[config.mk]
export PLATFORM = sky130hd
export DESIGN_NAME = branch_predictor_flat
export DESIGN_NICKNAME = d
export VERILOG_FILES = /design/src/rtl/branch_predictor_pkg.sv /design/src/rtl/branch_predictor_if.sv /design/src/rtl/branch_predictor_sat_counter2.sv /design/src/rtl/branch_predictor.sv /design/src/flat_wrapper.sv
export SDC_FILE = /design/constraint.sdc
export NUM_CORES = 1
export LEC_CHECK = 0
export ABC_AREA = 1
export BUFFER_PORTS_ARGS = -buffer_cell sky130_fd_sc_hd__buf_4
export CAP_MARGIN = 5
export CORE_ASPECT_RATIO = 0.5
export CORE_MARGIN = 2
export CORE_UTILIZATION = 60
export DETAILED_ROUTE_END_ITERATION = 8
export PLACE_DENSITY = 0.81
export SYNTH_ARGS = -nofsm -noshare
export SYNTH_HDL_FRONTEND = slang
export SYNTH_SLANG_ARGS = --single-unit
[constraint.sdc]
create_clock -name clk -period 3.19 [get_ports clk]
set_input_delay 0.957 -clock clk [delete_from_list [all_inputs] [get_ports clk]]
set_output_delay 0.957 -clock clk [all_outputs]
set_load 0.005 [all_outputs]
[src/rtl/branch_predictor_pkg.sv]
// branch_predictor_pkg: counter state encodings and default table size for the branch predictor.
package branch_predictor_pkg;
    typedef enum logic [1:0] {
        SNT = 2'b00,
        WNT = 2'b01,
        WT  = 2'b10,
        ST  = 2'b11
    } ctr_e;
    localparam int DEF_ENTRIES = 64;
endpackage

[src/rtl/branch_predictor_if.sv]
// branch_predictor_if: fetch prediction, execute update, flush and statistics signals.
//   master = pipeline side, slave = predictor side.
interface branch_predictor_if;
    logic        pred_req;
    logic [31:0] pred_pc;
    logic        pred_resp_valid;
    logic        pred_taken;
    logic        upd_valid;
    logic [31:0] upd_pc;
    logic        upd_taken;
    logic        upd_pred_taken;
    logic        flush;
    logic        mispredict;
    logic        cnt_clr;
    logic [31:0] mispredict_count;
    modport master (
        output pred_req, pred_pc, upd_valid, upd_pc, upd_taken, upd_pred_taken, flush, cnt_clr,
        input  pred_resp_valid, pred_taken, mispredict, mispredict_count
    );
    modport slave (
        input  pred_req, pred_pc, upd_valid, upd_pc, upd_taken, upd_pred_taken, flush, cnt_clr,
        output pred_resp_valid, pred_taken, mispredict, mispredict_count
    );
endinterface

[src/rtl/branch_predictor_sat_counter2.sv]
// sat_counter2: next state of a 2-bit saturating direction counter.
//   cur: current state, taken: resolved outcome, nxt: next state.
module sat_counter2
    import branch_predictor_pkg::*;
(
    input  ctr_e cur,
    input  logic taken,
    output ctr_e nxt
);
    always_comb nxt = taken ? ((cur == ST)  ? ST  : ctr_e'(cur + 2'd1))
                            : ((cur == SNT) ? SNT : ctr_e'(cur - 2'd1));
endmodule

[src/rtl/branch_predictor.sv]
// branch_predictor: bimodal predictor with a flop-based table of 2-bit counters.
//   clk, rst_n (async active-low); bus: slave side of branch_predictor_if
//   (prediction request/response, resolved update, flush, mispredict statistics).
module branch_predictor
    import branch_predictor_pkg::*;
#(
    parameter int ENTRIES = DEF_ENTRIES,
    parameter int IDX_W   = $clog2(ENTRIES)
) (
    input logic               clk,
    input logic               rst_n,
    branch_predictor_if.slave bus
);
    logic [1:0]       tbl_q [ENTRIES];
    logic [1:0]       tbl_d [ENTRIES];
    logic [IDX_W-1:0] pred_idx, upd_idx;
    ctr_e             upd_next;
    logic             pred_fire;
    logic             pred_resp_valid_q, pred_resp_valid_d;
    logic             pred_taken_q, pred_taken_d;
    logic             mispredict_q, mispredict_d;
    logic [31:0]      mispredict_count_q, mispredict_count_d;
    logic             unused_pc_bits;

    assign pred_idx  = bus.pred_pc[IDX_W+1:2];
    assign upd_idx   = bus.upd_pc[IDX_W+1:2];
    assign pred_fire = bus.pred_req & ~bus.flush;
    assign unused_pc_bits = ^{bus.pred_pc[31:IDX_W+2], bus.pred_pc[1:0],
                              bus.upd_pc[31:IDX_W+2], bus.upd_pc[1:0]};

    sat_counter2 u_sat (.cur(ctr_e'(tbl_q[upd_idx])), .taken(bus.upd_taken), .nxt(upd_next));

    // Prediction reads tbl_q, so a same-edge update is seen only by later requests.
    always_comb begin
        tbl_d = tbl_q;
        if (bus.upd_valid) tbl_d[upd_idx] = upd_next;
        pred_resp_valid_d  = pred_fire;
        pred_taken_d       = pred_fire ? tbl_q[pred_idx][1] : pred_taken_q;
        mispredict_d       = bus.upd_valid & (bus.upd_taken ^ bus.upd_pred_taken);
        mispredict_count_d = bus.cnt_clr ? 32'd0
                           : (mispredict_d && mispredict_count_q != 32'hFFFF_FFFF) ? mispredict_count_q + 32'd1
                           : mispredict_count_q;
    end

    always_ff @(posedge clk or negedge rst_n) begin
        if (!rst_n) begin
            for (int i = 0; i < ENTRIES; i++) tbl_q[i] <= WNT;
            pred_resp_valid_q  <= 1'b0;
            pred_taken_q       <= 1'b0;
            mispredict_q       <= 1'b0;
            mispredict_count_q <= 32'd0;
        end else begin
            tbl_q              <= tbl_d;
            pred_resp_valid_q  <= pred_resp_valid_d;
            pred_taken_q       <= pred_taken_d;
            mispredict_q       <= mispredict_d;
            mispredict_count_q <= mispredict_count_d;
        end
    end

    assign bus.pred_resp_valid  = pred_resp_valid_q;
    assign bus.pred_taken       = pred_taken_q;
    assign bus.mispredict       = mispredict_q;
    assign bus.mispredict_count = mispredict_count_q;
endmodule

[src/flat_wrapper.sv]
// flat-port wrapper written by rule: the top's interface ports become plain ports
module branch_predictor_flat import branch_predictor_pkg::*;
#(
    parameter int ENTRIES = DEF_ENTRIES,
    parameter int IDX_W   = $clog2(ENTRIES)
)
  (clk, rst_n, bus_pred_req, bus_pred_pc, bus_upd_valid, bus_upd_pc, bus_upd_taken, bus_upd_pred_taken, bus_flush, bus_cnt_clr, bus_pred_resp_valid, bus_pred_taken, bus_mispredict, bus_mispredict_count);
  branch_predictor_if bus_i ();
  input logic clk;
  input logic rst_n;
  input wire logic [$bits(bus_i.pred_req)-1:0] bus_pred_req;
  input wire logic [$bits(bus_i.pred_pc)-1:0] bus_pred_pc;
  input wire logic [$bits(bus_i.upd_valid)-1:0] bus_upd_valid;
  input wire logic [$bits(bus_i.upd_pc)-1:0] bus_upd_pc;
  input wire logic [$bits(bus_i.upd_taken)-1:0] bus_upd_taken;
  input wire logic [$bits(bus_i.upd_pred_taken)-1:0] bus_upd_pred_taken;
  input wire logic [$bits(bus_i.flush)-1:0] bus_flush;
  input wire logic [$bits(bus_i.cnt_clr)-1:0] bus_cnt_clr;
  output wire logic [$bits(bus_i.pred_resp_valid)-1:0] bus_pred_resp_valid;
  output wire logic [$bits(bus_i.pred_taken)-1:0] bus_pred_taken;
  output wire logic [$bits(bus_i.mispredict)-1:0] bus_mispredict;
  output wire logic [$bits(bus_i.mispredict_count)-1:0] bus_mispredict_count;
  assign bus_i.pred_req = bus_pred_req;
  assign bus_i.pred_pc = bus_pred_pc;
  assign bus_i.upd_valid = bus_upd_valid;
  assign bus_i.upd_pc = bus_upd_pc;
  assign bus_i.upd_taken = bus_upd_taken;
  assign bus_i.upd_pred_taken = bus_upd_pred_taken;
  assign bus_i.flush = bus_flush;
  assign bus_i.cnt_clr = bus_cnt_clr;
  assign bus_pred_resp_valid = bus_i.pred_resp_valid;
  assign bus_pred_taken = bus_i.pred_taken;
  assign bus_mispredict = bus_i.mispredict;
  assign bus_mispredict_count = bus_i.mispredict_count;
  branch_predictor #(.ENTRIES(ENTRIES), .IDX_W(IDX_W)) u_core (.clk(clk), .rst_n(rst_n), .bus(bus_i));
endmodule
==> metrics.md <==
| Metric | Value |
|---|---|
| Initial antenna violation count | 0 |
| Core outline area | around 16000 sq um |
| Setup slack, reg-to-reg | 0.76 ns |
| Comb power frac | 0.163 |
| Grt total ovfl | 0 |
| Synthesized net count | ~1600 |
| Power density cells | 484 nW/um^2 |
| Worst Setup End Kind | flip-flop |
| Reg clk slew, reported paths | around 0.070 ns |
| Clock tree buffer depth | 2 |
| Worst slew margin | 0.577 |
| Sequential share of the synthesized area | 0.416 |
| Most used cell along the critical path | inv_1 |
| Vias per Instance | around 5.8 |
| DRT iter0 DRCs | 1400 |
| Lkg Pwr | 5.60 nW |
| Vias in the first global route | 9789 |
| Hold-fix buffers, CTS | 0 |
| Crit-path cells | buf_4, inv_1, nor2_1, inv_1, nor2_1, inv_1, nor2_1, inv_1, nor2_1, inv_1, nand2_1, nand2_1 |
| Site Rows | 33 |
| Synth top cells by count | nand2_1, nand3_1, inv_1 |
| Setup CP Type | in -> reg |
| Number of antenna diodes | 0 |
| Synthesized area | between 10000 and 15000 sq um |
| Area leader, netlist | nand2_1 |
| Layout cells sized above 1 | 0.131 |
| IO Port Bufs | 54 |
| Internal power | between 3 and 4 mW |
| # setup viols final | 0 |
| Post-Route WL | about 30000 um |
| Clk root buf | clkbuf_16 |
| CP Launch Point | bus_upd_pc[4] |
| Vias | roughly 10000 |
| Clk pwr share | 0.392 |
| Pre-antenna DRT Iters | 7 |
| Die Width | 187 um |
| Post-detailed-route count of antenna-violating nets | 0 |
| WP depth | 12 |
| Post-synthesis async set-or-reset flop share | 1.00 |
| Area share of the largest cell type after synthesis | 0.249 |
| Final hold slack | 0.466 ns |
| Fill cell count | 1377 |
| Capturing point of the worst reg2reg path | u_core.bus.mispredict_count[8]$_DFFE_PN0P_ |
| Largest cells by area after synthesis | nand2_1, dfrtp_1, dfstp_2, nand3_1, inv_1 |
| Sw power | 1.67 mW |
| Most common cell in the netlist | nand2_1 |
| Critical path's slowest cell | nor2_1 |
| Post-synth EDFFs | 0 |
| Measured slew at the worst slew-check pin | 0.633 ns |
| Max IR drop VDD | ~0.40 mV |
| CP Data Arrival Time | 2.81 ns |
| Setup TNS Final | 0 ns |
| Tmin final | roughly 2.5 ns |
| Largest net degree at the start of global routing | 94 |
| Netlist cell types | 36 |
| RSZ-0062 raised after global routing | no |
| Sequential share of power | 0.445 |
| R2R depth | 11 |
| Area of the die | ~18000 sq um |
| # nets final | 1623 |
| Clk sink count | 163 |
| First-pass GRT wire length | 48400 um |
| Avg Inst Size Synth | between 6 and 7 sq um |
| TritonCTS Buffers | 17 |
| WHS Path Cells | 2 |
| # DRC | 0 |
| Worst Setup EP | u_core.tbl_q[21]$_DFFE_PN0P_ |
| MaxCap Viol Count | 0 |
| CP Launch Type | input pin |
| Pins over their slew limit | 0 |
| Ys flop type | dfrtp_1 |
| DP Cell Count | about 1800 |
| Hold WC Path Type | reg -> reg |
| Initial Util | 0.612 |
| CP Buf/Inv Count | 6 |
| CP Data Required Time | 3.51 ns |
| Final Skew | ~0.0097 ns |
| RePlAce Congestion | 0.959 |
| Outcome | finished clean |
| Worst r2r src | u_core.bus.mispredict_count[0]$_DFFE_PN0P_ |
| Detailed Place HPWL | 18900 um |
| Routed length per instance | 16.6 um |
| Post-CTS setup buffers | 0 |
| Synth Register Bits | 163 |
| Worst-skew pair later-pin latency | 0.44 ns |
| Non-Filler Instances | ~1800 |
| Final Power | about 5.4 mW |
| Max FO, Critical Path | 16 |
| Switching portion of total power | 0.306 |
| Critical path's top delay family | simple AND/OR/NAND/NOR gates |
| Final period utilization | 0.780 |
| CTS resizes | 0 |
| Area Growth Syn to Fin | 12.6% |
| Hold Fails Final Rpt | 0 |
| Synthesis Warnings | 0 |
| Mapped Cells | 1510 |
| Slowest cell delay on critical path | 0.36 ns |
| Gr usage total | 0.348 |
| Die height | 95.3 um |
| H-tree Lvls | 4 |
| IO Pins | between 100 and 150 |
| F_max | 402 MHz |
| CTS tree | built |
[worst register-to-register path: cells and delay by family, from the launching register on]
family / cells / cell delay (ns)
simple gates: 8 / 1.39
fa+ha+maj: 1 / 0.19
compound gates: 1 / 0.07
flops: 1 / 0.42
buf+inv: 1 / 0.26
[sequential cells by signal (all words and copies together), names as in the netlist]
name                         cells
u_core.bus.pred_taken            1
u_core.bus.pred_resp_valid       1
u_core.tbl_q                   128
u_core.bus.mispredict            1
u_core.bus.mispredict_count     32
[worst min path at each step]
stage / from / slack [ns] / end
final: u_core.tbl_q[76]$_DFFE_PN1P_ / 0.47 / u_core.tbl_q[76]$_DFFE_PN1P_
after global routing: u_core.tbl_q[26]$_DFFE_PN1P_ / 0.48 / u_core.tbl_q[26]$_DFFE_PN1P_
after CTS: u_core.tbl_q[76]$_DFFE_PN1P_ / 0.47 / u_core.tbl_q[76]$_DFFE_PN1P_
after detailed placement: u_core.tbl_q[76]$_DFFE_PN1P_ / 0.46 / u_core.tbl_q[76]$_DFFE_PN1P_
after global placement: u_core.tbl_q[34]$_DFFE_PN1P_ / 0.45 / u_core.tbl_q[34]$_DFFE_PN1P_
after floorplan: u_core.tbl_q[102]$_DFFE_PN1P_ / 0.45 / u_core.tbl_q[102]$_DFFE_PN1P_
[cell usage in the layout, fill, tap and decap left out, types with 2 or more instances in the layout]
master and count:
nor3_1 27, bufinv_16 2, inv_6 6, nand2_1 665, clkbuf_16 17, o21ai_1 6, buf_12 13, o211ai_1 5
o21ai_0 38, or2_1 3, nand2_2 3, dfstp_2 64, inv_2 4, clkinvlp_4 2, inv_1 149, nor2_1 121
xor2_1 7, nand3_1 187, clkinv_4 3, nand4_1 9, nor3b_1 3, dfrtp_1 99, nand3_2 10, buf_4 72
nor4_1 2, nand2_4 3, a21oi_1 28, o31ai_1 2
[power by group through the flow]
| stage | Combinational [mW] | Sequential (mW) | Clock, mW |
|---|---|---|---|
| after global routing | 0.974 | 2.44 | 2.24 |
| after floorplan | 0.586 | 2.42 | 0 |
| after CTS | 0.869 | 2.42 | 2.16 |
| final | 0.888 | 2.42 | 2.14 |
| after global placement | 0.844 | 2.45 | 0 |
| after detailed placement | 0.864 | 2.45 | 0 |
[stage by stage]
step / instance area, sq um / worst slack [ns] / utilization
after CTS: 11300 / 0.782 / 0.689
after detailed placement: 10700 / 0.332 / 0.653
after floorplan: 10000 / 0.696 / -
after global placement: 10700 / 0.385 / 0.653
final: 11300 / 0.702 / 0.689
after global routing: 11300 / 0.562 / 0.689
[routing by layer]
| metal | track usage | wire length, um |
|---|---|---|
| met1 | 0.457 | 11800 |
| met2 | 0.557 | 13100 |
| met3 | 0.0850 | 3750 |
| met4 | 0.158 | 1050 |
| met5 | 0 | 0 |
[logic make-up (layout without fill, tap and decap cells)]
kind of cell | Yosys count | in the layout | share of synthesized area
xor+xnor | 8 | 8 | 0.00700
compound gates | 83 | 83 | 0.0441
buf+inv | 218 | 271 | 0.100
fa+ha+maj | 1 | 1 | 0.00125
flops | 163 | 163 | 0.416
simple gates | 1037 | 1037 | 0.432
[layout make-up]
class,instances,area (sq um),share of cell area
sequential,163,4160,0.369
clock buffer,17,425,0.0378
inverter,153,574,0.0510
timing repair buffer,86,812,0.0721
multi-input combinational,1129,4840,0.430
tap,227,284,0.0252
clock inverter,15,170,0.0151
No activity file was read; power rests on OpenSTA's default activity.
